File: config.mk
export PLATFORM = sky130hd
export DESIGN_NAME = vga_timing_ctrl
export DESIGN_NICKNAME = d
export VERILOG_FILES = /design/src/rtl/vga_timing_ctrl.sv
export SDC_FILE = /design/constraint.sdc
export NUM_CORES = 1
export LEC_CHECK = 0
export CORE_MARGIN = 1
export CORE_UTILIZATION = 35
export DETAILED_ROUTE_END_ITERATION = 6
export PLACE_DENSITY_LB_ADDON = 0.08
export SLEW_MARGIN = 15
export SYNTH_ARGS = -nofsm -noshare
export SYNTH_HDL_FRONTEND = slang
export SYNTH_SLANG_ARGS = --single-unit
File: constraint.sdc
create_clock -name vga_clk -period 2.75 [get_ports vga_clk]
set_input_delay 0.55 -clock vga_clk [delete_from_list [all_inputs] [get_ports vga_clk]]
set_output_delay 0.55 -clock vga_clk [all_outputs]
set_load 0.01 [all_outputs]
File: src/rtl/vga_timing_ctrl.sv
// VGA raster timing generator: free-running h/v counters, sync decode, and a
// pixel request stream that runs one cycle ahead of the visible rgb window.
module vga_timing_ctrl #(
  parameter int H_SYNC   = 96,
  parameter int H_BACK   = 48,
  parameter int H_VALID  = 640,
  parameter int H_FRONT  = 16,
  parameter int V_SYNC   = 2,
  parameter int V_BACK   = 33,
  parameter int V_VALID  = 480,
  parameter int V_FRONT  = 10,
  parameter bit SYNC_POL = 1'b0
) (
  input  logic        vga_clk,
  input  logic        rst,
  input  logic [15:0] pic_data,
  output logic [9:0]  pic_x,
  output logic [9:0]  pic_y,
  output logic        pix_req,
  output logic        rgb_valid,
  output logic [15:0] rgb,
  output logic        hsync,
  output logic        vsync,
  output logic        frame_start,
  output logic [15:0] frame_cnt
);

  localparam logic [9:0] H_LAST    = 10'(H_SYNC + H_BACK + H_VALID + H_FRONT - 1);
  localparam logic [9:0] V_LAST    = 10'(V_SYNC + V_BACK + V_VALID + V_FRONT - 1);
  localparam logic [9:0] HS_END    = 10'(H_SYNC);
  localparam logic [9:0] VS_END    = 10'(V_SYNC);
  localparam logic [9:0] H_ACT_BEG = 10'(H_SYNC + H_BACK);
  localparam logic [9:0] H_ACT_END = 10'(H_SYNC + H_BACK + H_VALID);
  localparam logic [9:0] H_REQ_BEG = 10'(H_SYNC + H_BACK - 1);
  localparam logic [9:0] H_REQ_END = 10'(H_SYNC + H_BACK + H_VALID - 1);
  localparam logic [9:0] V_ACT_BEG = 10'(V_SYNC + V_BACK);
  localparam logic [9:0] V_ACT_END = 10'(V_SYNC + V_BACK + V_VALID);

  logic [9:0] cnt_h;
  logic [9:0] cnt_v;
  logic       line_end;
  logic       frame_end;
  logic       v_act;

  assign line_end  = (cnt_h == H_LAST);
  assign frame_end = line_end && (cnt_v == V_LAST);

  always_ff @(posedge vga_clk or posedge rst) begin
    if (rst) begin
      cnt_h     <= '0;
      cnt_v     <= '0;
      frame_cnt <= '0;
    end else begin
      cnt_h <= line_end ? '0 : cnt_h + 10'd1;
      if (line_end) begin
        cnt_v <= (cnt_v == V_LAST) ? '0 : cnt_v + 10'd1;
      end
      if (frame_end) begin
        frame_cnt <= frame_cnt + 16'd1;
      end
    end
  end

  // Everything below is a pure decode of the registered counters, so an
  // asynchronous reset drives every output to its idle value at once.
  assign v_act     = (cnt_v >= V_ACT_BEG) && (cnt_v < V_ACT_END);
  assign pix_req   = v_act && (cnt_h >= H_REQ_BEG) && (cnt_h < H_REQ_END);
  assign rgb_valid = v_act && (cnt_h >= H_ACT_BEG) && (cnt_h < H_ACT_END);

  assign pic_x = pix_req ? (cnt_h - H_REQ_BEG) : 10'h3FF;
  assign pic_y = pix_req ? (cnt_v - V_ACT_BEG) : 10'h3FF;

  // The pixel source registers its own output, so pic_data is already
  // aligned to the display cycle that follows each request.
  assign rgb = rgb_valid ? pic_data : 16'h0000;

  assign hsync       = (cnt_h < HS_END) ? SYNC_POL : ~SYNC_POL;
  assign vsync       = (cnt_v < VS_END) ? SYNC_POL : ~SYNC_POL;
  assign frame_start = (cnt_h == 10'd0) && (cnt_v == 10'd0);

endmodule

==> results of run 1 <==
==> worst max-delay path by stage <==
stage / end / depth (start not counted)
6_report: rgb[10] / 10
2_1_floorplan: rgb[10] / 7
5_1_grt: rgb[10] / 10
4_1_cts: rgb[8] / 9
3_5_place_dp: pic_x[7] / 7
3_3_place_gp: pic_x[7] / 7
==> registers in the layout, indices dropped and copies added (netlist names) <==
register / flops
cnt_v: 10
frame_cnt: 16
cnt_h: 10
==> stage by stage <==
stage / TNS (ns) / hold slack [ns] / total power [W] / setup WS (ns)
CTS: -0.0883 / 0.481 / 0.00105 / -0.0883
global placement: -1.34 / 0.460 / 0.000576 / -0.0906
detailed placement: -1.80 / 0.461 / 0.000576 / -0.0894
floorplan: 0 / 0.504 / 0.000547 / 0.167
finish: -0.189 / 0.480 / 0.00103 / -0.0919
global route: -1.08 / 0.513 / 0.00107 / -0.171
==> kinds of logic after synthesis <==
kind of cell	Yosys count
mux	2
flops	36
buf+inv	39
xor+xnor	33
compound gates	32
fa+ha+maj	5
simple gates	131
==> what timing repair did <==
item                                    4_1_cts  5_1_grt
setup buffers                                 6        3
cloned                                        1        1
hold buffers                                  0        0
pin swaps                                     5        9
endpoints found under the setup margin       39       22
gates resized for setup                      60      101
==> cell usage in the layout, fill, tap and decap left out, types with 2 or more instances in the layout <==
| master | count |
|---|---|
| sky130_fd_sc_hd__inv_1 | 14 |
| sky130_fd_sc_hd__nand2_1 | 12 |
| sky130_fd_sc_hd__nor3_1 | 17 |
| sky130_fd_sc_hd__nand4_1 | 7 |
| sky130_fd_sc_hd__clkbuf_2 | 22 |
| sky130_fd_sc_hd__o21ai_0 | 6 |
| sky130_fd_sc_hd__buf_6 | 9 |
| sky130_fd_sc_hd__clkdlybuf4s50_1 | 35 |
| sky130_fd_sc_hd__buf_2 | 10 |
| sky130_fd_sc_hd__xnor2_1 | 16 |
| sky130_fd_sc_hd__buf_4 | 37 |
| sky130_fd_sc_hd__o31ai_1 | 3 |
| sky130_fd_sc_hd__nand3b_1 | 2 |
| sky130_fd_sc_hd__and4_1 | 3 |
| sky130_fd_sc_hd__nor2_1 | 12 |
| sky130_fd_sc_hd__and2_4 | 6 |
| sky130_fd_sc_hd__dfrtp_2 | 3 |
| sky130_fd_sc_hd__nand4b_1 | 2 |
| sky130_fd_sc_hd__or3_1 | 3 |
| sky130_fd_sc_hd__mux2_2 | 2 |
| sky130_fd_sc_hd__nand3_1 | 29 |
| sky130_fd_sc_hd__and3_1 | 5 |
| sky130_fd_sc_hd__nor4_1 | 5 |
| sky130_fd_sc_hd__xor2_1 | 16 |
| sky130_fd_sc_hd__a21oi_1 | 7 |
| sky130_fd_sc_hd__clkbuf_8 | 5 |
| sky130_fd_sc_hd__dfrtp_1 | 33 |
| sky130_fd_sc_hd__and2_1 | 11 |
| sky130_fd_sc_hd__ha_1 | 4 |
==> layout make-up <==
class	instances	area [µm²]
Clock inverter	3	42.5
Timing Repair Buffer	117	957
Inverter	15	56.3
Fill cell	621	3170
Sequential cell	36	905
Tap cell	96	120
Multi-Input combinational cell	203	1480
Clock buffer	5	68.8
==> worst register-to-register path, stage by stage (launching register included) <==
cell                      delay [ns]
sky130_fd_sc_hd__dfrtp_1        0.43
sky130_fd_sc_hd__buf_4          0.18
sky130_fd_sc_hd__inv_1          0.12
sky130_fd_sc_hd__ha_1           0.18
sky130_fd_sc_hd__nor3b_4        0.23
sky130_fd_sc_hd__buf_4          0.16
sky130_fd_sc_hd__nand3_1        0.32
sky130_fd_sc_hd__nor4_1         0.47
sky130_fd_sc_hd__xor2_1         0.17
==> power groups by stage <==
| stage | sequential [W] | combinational (W) | clock [W] |
|---|---|---|---|
| final | 0.000529 | 0.0000356 | 0.000470 |
| after global routing | 0.000529 | 0.0000397 | 0.000499 |
| after CTS | 0.000529 | 0.0000366 | 0.000484 |
| after detailed placement | 0.000539 | 0.0000364 | 0 |
| after global placement | 0.000539 | 0.0000365 | 0 |
| after floorplan | 0.000539 | 0.00000796 | 0 |
==> layer usage <==
| metal | wire, µm | global-route usage | vias up |
|---|---|---|---|
| met2 | 3360 | 0.328 | 76 |
| met4 | 108 | 0.0606 | 0 |
| met3 | 391 | 0.0414 | 8 |
| met5 | 0 | 0 | - |
| li1 | - | - | 1178 |
| met1 | 3320 | 0.258 | 1149 |
==> impl_table.tex, run 1 <==
\begin{tabular}{lr}
\hline
Metric & Value \\
\hline
\multicolumn{2}{l}{\textbf{Run status}} \\
Outcome & finished with violations \\
Violated checks & setup timing \\
\multicolumn{2}{l}{\textbf{Setup path}} \\
Crit Reg-Reg Startpoint & cnt\_v[1] \\
Type of element launching the critical path & flip-flop \\
Required @ worst endpoint & 2.20 ns \\
Arrival @ worst endpoint & 2.29 ns \\
Buf+Inv Stages, Crit Path & 5 \\
Maximum cell stage delay along the critical path & 0.43 ns \\
Critical R2R Capture & frame\_cnt[15] \\
Standard cell with the maximum stage delay on the critical path & sky130\_fd\_sc\_hd\_\_dfrtp\_1 \\
Crit-path leading delay family & buffers and inverters \\
Category of the worst setup path capture point & output port \\
Reg2reg path depth & 8 \\
Crit path from & cnt\_v[1] \\
Flop2flop setup slack & 0.42 ns \\
Chain of cells forming the critical path & ha\_4, buf\_4, o41ai\_4, a21o\_1, a221oi\_2, buf\_2, buf\_6, buf\_6, and2\_1, buf\_2 \\
Critical path start-end classification & flip-flop to output port \\
Largest fanout on the critical path & 2 \\
\multicolumn{2}{l}{\textbf{Synth}} \\
Synth unique cells & 55 \\
Simple-gate area share of the yosys netlist & 0.322 \\
Leading cell type by number of instances after synthesis & sky130\_fd\_sc\_hd\_\_dfrtp\_1 \\
Adder and majority cell fraction of the synthesized area & 0.0254 \\
Most common library cells after synthesis & 36 x sky130\_fd\_sc\_hd\_\_dfrtp\_1, 29 x sky130\_fd\_sc\_hd\_\_nand3\_1, 17 x sky130\_fd\_sc\_hd\_\_and2\_1, 17 x sky130\_fd\_sc\_hd\_\_nor3\_1 \\
Synthesized instance count & 278 \\
Post-synthesis async set-or-reset flop share & 1.00 \\
Per-instance average area after synthesis & 8.86 µm² \\
Number of warnings issued by yosys & 0 \\
Library cell with the largest summed area after synthesis & sky130\_fd\_sc\_hd\_\_dfrtp\_1 \\
Netlist area before placement & 0.00246 mm² \\
XOR/XNOR share of the synthesized area & 0.120 \\
Post-synth top area share & 0.366 \\
Combinational family with the most area after synthesis & simple AND/OR/NAND/NOR gates \\
Top cells by area, synth & sky130\_fd\_sc\_hd\_\_dfrtp\_1 37\%, sky130\_fd\_sc\_hd\_\_nand3\_1 5.9\%, sky130\_fd\_sc\_hd\_\_xnor2\_1 5.7\%, sky130\_fd\_sc\_hd\_\_xor2\_1 5.7\%, sky130\_fd\_sc\_hd\_\_and2\_1 4.3\% \\
Portion of the post-synthesis area used by sequential elements & 0.366 \\
Number of synthesized flops with an enable pin & 0 \\
Synthesized Nets & 301 \\
Register bit count reported by yosys & 36 \\
Portion of netlist area occupied by mux cells & 0.00914 \\
Synthesized-area fraction occupied by ao, oa, aoi and oai cells & 0.0879 \\
Top flip-flop cell by instance count after synthesis & sky130\_fd\_sc\_hd\_\_dfrtp\_1 \\
\multicolumn{2}{l}{\textbf{Finish}} \\
Post-route cell area & 0.00362 mm² \\
Count of inserted antenna diode cells & 0 \\
Final core utilization & 0.534 \\
Proportion of layout cells with a drive suffix above 1 & 0.311 \\
Layout Nets & 401 \\
Layout overhead on the synthesized area & 47.1\% \\
Filler-free cell count of the finished design & 475 \\
\multicolumn{2}{l}{\textbf{Route}} \\
Number of vias in the routed layout & 2411 \\
Post-detailed-routing wire length & 7180 µm \\
Average wire per cell in the routed design & 15.1 µm \\
Count of antenna-violating nets left after detailed routing & 0 \\
TritonRoute pass-1 iters & 4 \\
Number of DRC violations after detailed routing & 0 \\
Vias per Instance & 5.08 \\
Starting DRC count in detailed routing & 124 \\
\multicolumn{2}{l}{\textbf{CTS}} \\
Number of levels the H-tree was split into & 2 \\
Number of buffers inserted during clock tree synthesis & 5 \\
Number of clock sinks & 36 \\
Root buffer cell & sky130\_fd\_sc\_hd\_\_clkbuf\_8 \\
CTS max path bufs & 2 \\
Clock insertion delay at the later pin of the skew report & 0.30 ns \\
CTS tree & done \\
Clock slew at the register clock pins of the worst setup and hold paths & 0.08 ns \\
\multicolumn{2}{l}{\textbf{STA}} \\
Maximum clock rate & 0.352 GHz \\
Setup repair after global routing missed its margin & yes \\
Setup-failing EPs final & 3 \\
Final cycle utilization of the critical path & 1.03 \\
Slew at the pin closest to its max-slew limit & 0.473 ns \\
Post-layout min period & 2.84 ns \\
Final Hold Fails & 0 \\
Final Max Slew Viols & 0 \\
Final worst clock skew & 0.0123 ns \\
Final worst slack & -0.0919 ns \\
Worst-case headroom to the max-slew limit & 0.684 \\
\multicolumn{2}{l}{\textbf{Die}} \\
Number of ports placed on the die boundary & 75 \\
Horizontal die dimension & 85.9 µm \\
Die Area & 0.00738 mm² \\
Placeable core area & 0.00679 mm² \\
Floorplan row count & 30 \\
Effective utilization at floorplan & 0.363 \\
Die outline height & 85.9 µm \\
\multicolumn{2}{l}{\textbf{Worst hold path}} \\
Source of the worst hold timing path & frame\_cnt[15] \\
Destination of the worst hold path & frame\_cnt[15] \\
Classification of the worst-slack hold path & flip-flop to flip-flop \\
Instance count along the most critical hold path & 1 \\
\multicolumn{2}{l}{\textbf{Placed design}} \\
RePlAce Congestion & 0.789 \\
DP Area & 0.00346 mm² \\
Post-Place Cells & 456 \\
Count of buffers from port buffering & 74 \\
Placed wire-length estimate & 4950 µm \\
\multicolumn{2}{l}{\textbf{Pwr}} \\
Switch share & 0.208 \\
Max IR drop VDD & 0.249 mV \\
LEAKAGE & 1.69 nW \\
Pwr/cell area & 285 mW/mm² \\
Share of power burned in the clock network & 0.454 \\
Portion of total power attributed to combinational logic & 0.034 \\
Cell internal power dissipation & 0.000819 W \\
Sw power & 0.000215 W \\
Portion of total power attributed to sequential cells & 0.511 \\
\multicolumn{2}{l}{\textbf{Global route}} \\
Initial antenna violation count & 0 \\
Pin count of the biggest net entering global routing & 37 \\
Final global-route overflow total & 0 \\
Global-route wire length before repair & 11400 µm \\
Global Route Usage Sum & 0.198 \\
Number of global-route vias before repair & 2275 \\
\multicolumn{2}{l}{\textbf{Flow run}} \\
Max-cap violations & 0 \\
\hline
\end{tabular}
Power figures use the tool's default switching activity.
==> inputs of run 2 (changes only) <==
--- a/config.mk
+++ b/config.mk
@@ -8,6 +8,7 @@
 export CORE_MARGIN = 1
 export CORE_UTILIZATION = 35
 export DETAILED_ROUTE_END_ITERATION = 6
+export GPL_ROUTABILITY_DRIVEN = 1
 export PLACE_DENSITY_LB_ADDON = 0.08
 export SLEW_MARGIN = 15
 export SYNTH_ARGS = -nofsm -noshare
==> results of run 2 <==
Final layout, timing and power as in run 1 (identical DEF).
==> inputs of run 3 (changes only) <==
--- a/config.mk
+++ b/config.mk
@@ -9,7 +9,7 @@
 export CORE_UTILIZATION = 35
 export DETAILED_ROUTE_END_ITERATION = 6
 export GPL_ROUTABILITY_DRIVEN = 1
-export PLACE_DENSITY_LB_ADDON = 0.08
+export PLACE_DENSITY_LB_ADDON = 0.12
 export SLEW_MARGIN = 15
 export SYNTH_ARGS = -nofsm -noshare
 export SYNTH_HDL_FRONTEND = slang
==> constraint.sdc (replaced) <==
create_clock -name vga_clk -period 2.75 [get_ports vga_clk]
set_input_delay 0.55 -clock vga_clk [delete_from_list [all_inputs] [get_ports vga_clk]]
set_output_delay 0.55 -clock vga_clk [all_outputs]
set_load 0.005 [all_outputs]
==> impl_table.tex, run 3 (synthesis results as in run 1) <==
\begin{tabular}{lr}
\hline
Metric & Value \\
\hline
\multicolumn{2}{l}{\textbf{Run status}} \\
Outcome & finished with violations \\
Violated checks & setup timing \\
\multicolumn{2}{l}{\textbf{CTS}} \\
CTS tree & done \\
Number of levels the H-tree was split into & 2 \\
Number of buffers inserted during clock tree synthesis & 5 \\
Root buffer cell & sky130\_fd\_sc\_hd\_\_clkbuf\_8 \\
Number of clock sinks & 36 \\
CTS max path bufs & 2 \\
Clock slew at the register clock pins of the worst setup and hold paths & 0.09 ns \\
Clock insertion delay at the later pin of the skew report & 0.29 ns \\
\multicolumn{2}{l}{\textbf{Pwr}} \\
Portion of total power attributed to combinational logic & 0.029 \\
Share of power burned in the clock network & 0.540 \\
LEAKAGE & 1.73 nW \\
Sw power & 0.000222 W \\
Portion of total power attributed to sequential cells & 0.431 \\
Cell internal power dissipation & 0.00100 W \\
Pwr/cell area & 318 mW/mm² \\
Max IR drop VDD & 0.437 mV \\
Switch share & 0.181 \\
\multicolumn{2}{l}{\textbf{Global route}} \\
Met2 demand-to-capacity share in global routing & 0.325 \\
Routing layer with the top usage in global route & met2 \\
Number of global-route vias before repair & 2337 \\
Global Route Usage Sum & 0.194 \\
Pin count of the biggest net entering global routing & 37 \\
Met3 Track Usage GR & 0.0462 \\
Global-route wire length before repair & 11300 µm \\
Initial antenna violation count & 0 \\
Final global-route overflow total & 0 \\
Global-route track usage on met1 & 0.249 \\
\multicolumn{2}{l}{\textbf{Setup path}} \\
Standard cell with the maximum stage delay on the critical path & sky130\_fd\_sc\_hd\_\_clkdlybuf4s50\_1 \\
Crit-path leading delay family & buffers and inverters \\
Cell occurring most often along the worst timing path & sky130\_fd\_sc\_hd\_\_buf\_4 \\
Reg2reg path depth & 8 \\
Largest fanout on the critical path & 7 \\
Arrival @ worst endpoint & 2.34 ns \\
Critical path start-end classification & flip-flop to output port \\
Chain of cells forming the critical path & ha\_4, buf\_4, o41ai\_4, a21o\_1, a21oi\_2, buf\_4, o211ai\_1, clkdlybuf4s50\_1 \\
Critical R2R Capture & frame\_cnt[13] \\
Type of element launching the critical path & flip-flop \\
Buf+Inv Stages, Crit Path & 3 \\
Category of the worst setup path capture point & output port \\
Maximum cell stage delay along the critical path & 0.52 ns \\
Required @ worst endpoint & 2.20 ns \\
Crit Reg-Reg Startpoint & cnt\_v[0] \\
Flop2flop setup slack & 0.54 ns \\
\multicolumn{2}{l}{\textbf{STA}} \\
Post-layout min period & 2.89 ns \\
Final cycle utilization of the critical path & 1.05 \\
Slew at the pin closest to its max-slew limit & 0.462 ns \\
Setup TNS & -1.65 ns \\
Final worst clock skew & 0.0127 ns \\
Maximum clock rate & 0.347 GHz \\
Setup-failing EPs final & 22 \\
Final worst slack & -0.136 ns \\
Final Hold Fails & 0 \\
Worst-case headroom to the max-slew limit & 0.692 \\
Final Max Slew Viols & 0 \\
Setup repair after global routing missed its margin & yes \\
\multicolumn{2}{l}{\textbf{Finish}} \\
Max FFs per register & 16 \\
Final core utilization & 0.568 \\
Post-route cell area & 0.00386 mm² \\
Register with the most flip-flops & frame\_cnt \\
Area of combinational cells with multiple inputs & 0.00151 mm² \\
Most common cell after layout, fill and taps aside & sky130\_fd\_sc\_hd\_\_clkdlybuf4s50\_1 \\
Proportion of layout cells with a drive suffix above 1 & 0.299 \\
Top library cells by usage in the layout, fill and taps aside & 48 x sky130\_fd\_sc\_hd\_\_clkdlybuf4s50\_1, 41 x sky130\_fd\_sc\_hd\_\_buf\_4, 31 x sky130\_fd\_sc\_hd\_\_dfrtp\_1 \\
Filler Cell Count & 613 \\
Count of inserted antenna diode cells & 0 \\
Layout Nets & 407 \\
Registers with the highest flip-flop counts & frame\_cnt (16), cnt\_h (10), cnt\_v (10) \\
Layout overhead on the synthesized area & 56.6\% \\
Sequential cell area & 907 µm² \\
\multicolumn{2}{l}{\textbf{Die}} \\
Die Area & 0.00738 mm² \\
Horizontal die dimension & 85.9 µm \\
Effective utilization at floorplan & 0.363 \\
Die outline height & 85.9 µm \\
Floorplan row count & 30 \\
Number of ports placed on the die boundary & 75 \\
Placeable core area & 0.00679 mm² \\
\multicolumn{2}{l}{\textbf{Route}} \\
Average wire per cell in the routed design & 14.5 µm \\
Count of antenna-violating nets left after detailed routing & 0 \\
Starting DRC count in detailed routing & 61 \\
Number of vias in the routed layout & 2388 \\
Vias per Instance & 4.96 \\
TritonRoute pass-1 iters & 4 \\
Post-detailed-routing wire length & 6970 µm \\
Number of DRC violations after detailed routing & 0 \\
\multicolumn{2}{l}{\textbf{Flow run}} \\
Max-cap violations & 0 \\
\multicolumn{2}{l}{\textbf{Worst hold path}} \\
Source of the worst hold timing path & frame\_cnt[15] \\
Destination of the worst hold path & frame\_cnt[15] \\
Classification of the worst-slack hold path & flip-flop to flip-flop \\
Instance count along the most critical hold path & 1 \\
\multicolumn{2}{l}{\textbf{Placed design}} \\
Count of buffers from port buffering & 74 \\
RePlAce Congestion & 0.794 \\
Placed wire-length estimate & 4850 µm \\
DP Area & 0.00345 mm² \\
\hline
\end{tabular}
==> run 3: cell types whose count changed in the layout (fill, tap and decap cells not counted), sizes merged, moves of 2 or more <==
| cell | previous run | this run |
|---|---|---|
| bufinv | 1 | 3 |
| buf | 57 | 63 |
| clkbuf | 28 | 8 |
| dlygate4sd2 | 0 | 8 |
| clkdlybuf4s50 | 35 | 48 |
==> run 3: worst max-delay path by stage <==
| stage | start | end | cells past startpoint |
|---|---|---|---|
| floorplan | cnt_v[0] | rgb[10] | 7 |
| global placement | cnt_v[0] | pic_y[1] | 7 |
| detailed placement | cnt_v[0] | pic_x[6] | 7 |
| CTS | cnt_v[2] | rgb[12] | 8 |
| global route | cnt_v[0] | pic_x[7] | 8 |
| finish | cnt_v[0] | pic_x[7] | 8 |
==> run 3: layout make-up <==
type,count,area share
Clock inverter,3,0.0234
Clock buffer,5,0.0178
Inverter,15,0.0146
Timing Repair Buffer,123,0.287
Multi-Input combinational cell,203,0.391
Sequential cell,36,0.235
Tap cell,96,0.0311
==> run 3: timing repair <==
action,in CTS,in global routing
endpoints found under the setup margin,38,31
setup buffers,10,3
hold buffers,0,0
cloned,4,0
resized for setup,72,55
pin swaps,7,20
==> run 3: power by group through the flow <==
stage	clock network [W]	registers [W]	logic, W
3_5_place_dp	0	0.000539	0.0000361
5_1_grt	0.000691	0.000529	0.0000394
3_3_place_gp	0	0.000539	0.0000361
2_1_floorplan	0	0.000539	0.00000796
4_1_cts	0.000668	0.000529	0.0000361
6_report	0.000662	0.000529	0.0000356
==> run 3: per-layer routing <==
layer | routed length (µm) | share of wire | vias to the layer above
li1 | - | - | 1188
met1 | 3140 | 0.45 | 1116
met2 | 3300 | 0.47 | 77
met3 | 447 | 0.064 | 7
met4 | 82 | 0.012 | 0
met5 | 0 | 0 | -
==> run 3: metrics by stage <==
| stage | hold WS [ns] | setup slack [ns] | cells | power (W) |
|---|---|---|---|---|
| after detailed placement | 0.455 | -0.0368 | 456 | 0.000575 |
| final | 0.472 | -0.136 | 481 | 0.00123 |
| after CTS | 0.477 | -0.0518 | 478 | 0.00123 |
| after global placement | 0.462 | -0.0355 | 456 | 0.000576 |
| after global routing | 0.491 | -0.239 | 481 | 0.00126 |
| after floorplan | 0.465 | 0.223 | 278 | 0.000547 |
==> RTL edit, RTL diff (flow settings as in run 1) <==
Register the outputs `pic_x`, `pic_y`, `rgb`, `hsync`, `vsync` and `frame_start`, with the module's reset; this adds one clock of latency there. The other outputs are not delayed to match. Comments in the files are not updated.
--- a/src/rtl/vga_timing_ctrl.sv
+++ b/src/rtl/vga_timing_ctrl.sv
@@ -67,16 +67,27 @@
   assign pix_req   = v_act && (cnt_h >= H_REQ_BEG) && (cnt_h < H_REQ_END);
   assign rgb_valid = v_act && (cnt_h >= H_ACT_BEG) && (cnt_h < H_ACT_END);
 
-  assign pic_x = pix_req ? (cnt_h - H_REQ_BEG) : 10'h3FF;
-  assign pic_y = pix_req ? (cnt_v - V_ACT_BEG) : 10'h3FF;
 
   // The pixel source registers its own output, so pic_data is already
   // aligned to the display cycle that follows each request.
-  assign rgb = rgb_valid ? pic_data : 16'h0000;
 
-  assign hsync       = (cnt_h < HS_END) ? SYNC_POL : ~SYNC_POL;
-  assign vsync       = (cnt_v < VS_END) ? SYNC_POL : ~SYNC_POL;
-  assign frame_start = (cnt_h == 10'd0) && (cnt_v == 10'd0);
+  always_ff @(posedge vga_clk or posedge rst) begin
+    if (rst) begin
+      pic_x       <= '0;
+      pic_y       <= '0;
+      rgb         <= '0;
+      hsync       <= '0;
+      vsync       <= '0;
+      frame_start <= '0;
+    end else begin
+      pic_x       <= pix_req ? (cnt_h - H_REQ_BEG) : 10'h3FF;
+      pic_y       <= pix_req ? (cnt_v - V_ACT_BEG) : 10'h3FF;
+      rgb         <= rgb_valid ? pic_data : 16'h0000;
+      hsync       <= (cnt_h < HS_END) ? SYNC_POL : ~SYNC_POL;
+      vsync       <= (cnt_v < VS_END) ? SYNC_POL : ~SYNC_POL;
+      frame_start <= (cnt_h == 10'd0) && (cnt_v == 10'd0);
+    end
+  end
 
 endmodule
 
Behaviour: not the same (Yosys sat finds a counterexample within 4 cycles, from zero or initial values and one cycle with rst high).
==> RTL edit against run 1 <==
The flow finishes with violations (design-rule violations). Area after synthesis increased by 31%. Combinational power increased by 38%. Power increased by 100%. Non-clock buffer count decreased by 16. Sequential power increased by 110%. Routed wire length decreased by 1.6%. Core utilization decreased by 2.3 points. Setup slack improved by 0.18 ns. Maximum frequency increased by 6.9%. Synthesized cell count increased by 6.8%. Final area increased by 25%. Sequential cell count increased by 39. Highest routed layer unchanged.
==> RTL edit: results (changes against run 1) <==
Layout
  • Seq cells: 75 (+110%)
  • # nets final: 415 (+3.5%)
  • Share of layout cells above drive strength 1: 15.4% (-16 points)
  • Fillers: 810 (+30%)
  • CLK BUF: 10 (+5)
  • Multi-input gates: 196 (-3.4%)
  • Non-CTS buffers: 101 (-14%)
  • Seq/total area: 41.5% (+17 points)
  • Logic inverters: 9 (-6)

Synthesis
  • Synth area leaders: dfrtp_1 58%, xnor2_1 7.3%, nand2_1 4.3%
  • Distinct cells, synth: 41 (-25%)
  • Post-synth top cells: 75 x dfrtp_1, 37 x nand2_1, 27 x xnor2_1
  • Mean Syn Cell Area: 10.9 sq um (+23%)
  • XOR/XNOR share of the synthesized area: 10.3% (-1.7 points)
  • Syn_nets: 320 (+6.3%)
  • Sequential area share after synthesis: 58.0% (+21 points)
  • Mux cell area share after synthesis: 0.309% (-0.60 points)

Hold path
  • HP Class: in -> async

Drt
  • Vias per cell: 4.78 (-5.8%)
  • Drt pass-1 iters: 6 (+2)
  • DRC Markers: 4 (+4)
  • Total Wirelength: 7070 um (-1.6%)
  • 1st-iter DRT viols: 57 (-54%)

Placed design
  • Cell area after placement: 4230 sq um (+22%)
  • DP Cell Count: 487 (+6.8%)
  • Gpl congestion: 0.779 (-1.3%)

Clock tree
  • H-tree levels: 3 (+1)
  • CTS buffer count: 9 (+4)
  • Clk_lat worst skew: 0.34 ns (+0.04 ns)

STA
  • Min Hold Slack: 0.446 ns (-0.0334 ns)
  • Clock Skew: 0.00747 ns (-0.00488 ns)
  • Relative slew margins: 73.9% (+5.5 points)

Power and ir drop
  • LEAKAGE: 1.94 nW (+15%)
  • Switching share of power: 20.0% (-0.84 points)
  • VDD IR max: 0.192 mV (-23%)
  • Clk pwr share: 44.3% (-1.1 points)
  • Cell internal pwr: 1.66 mW (+100%)
  • Gate power share: 2.4% (-1.0 points)

Run status
  • Failing checks: design-rule violations
  • Status: finished with violations

Global routing
  • First-pass GRT wire length: 12100 um (+6.2%)
  • Vias in the first global route: 2414 (+6.1%)
  • Maximum number of pins on one net before global-route repair: 36 (-2.7%)

Critical path
  • Worst setup path end: pix_req
  • Slowest CP cell: or4_4
  • Reg-to-Reg End: frame_cnt[14]
  • Crit path arrival time: 2.11 ns (-0.18 ns)
  • Crit path depth: 7 (-3)
  • Crit-path max cell delay: 0.45 ns (+0.02 ns)
## RTL edit: cell count changes in the layout (fill, tap and decap cells not counted), sizes merged, moves of 7 or more
| cell | delta |
|---|---|
| clkdlybuf4s50 | +37 |
| nand3 | -17 |
| clkbuf | -18 |
| xnor2 | +10 |
| a21oi | -7 |
| buf | -28 |
| nand2 | +25 |
| nor2 | +9 |
| nor3 | -10 |
| dfrtp | +39 |
## RTL edit: per-layer routing
layer	vias up	GRT usage (%)	part of all wire, %
met5	-	0	0
met4	0	6.31	0.68
met3	4	4.15	3.9
li1	1178	-	-
met2	50	26.2	50
met1	1179	20.6	45
## RTL edit: what timing repair did
action,4_1_cts,5_1_grt
setup buffers,1,1
resized for setup,16,5
gates cloned,0,0
setup endpoints to repair,2,2
pin swaps,3,4
## RTL edit: per-stage QoR
step,setup slack (ns),util (%)
6_report,0.0926,51.1
5_1_grt,-0.0289,51.1
4_1_cts,0.00589,50.7
3_5_place_dp,-0.269,47.8
3_3_place_gp,-0.192,47.8
2_1_floorplan,0.0895,-
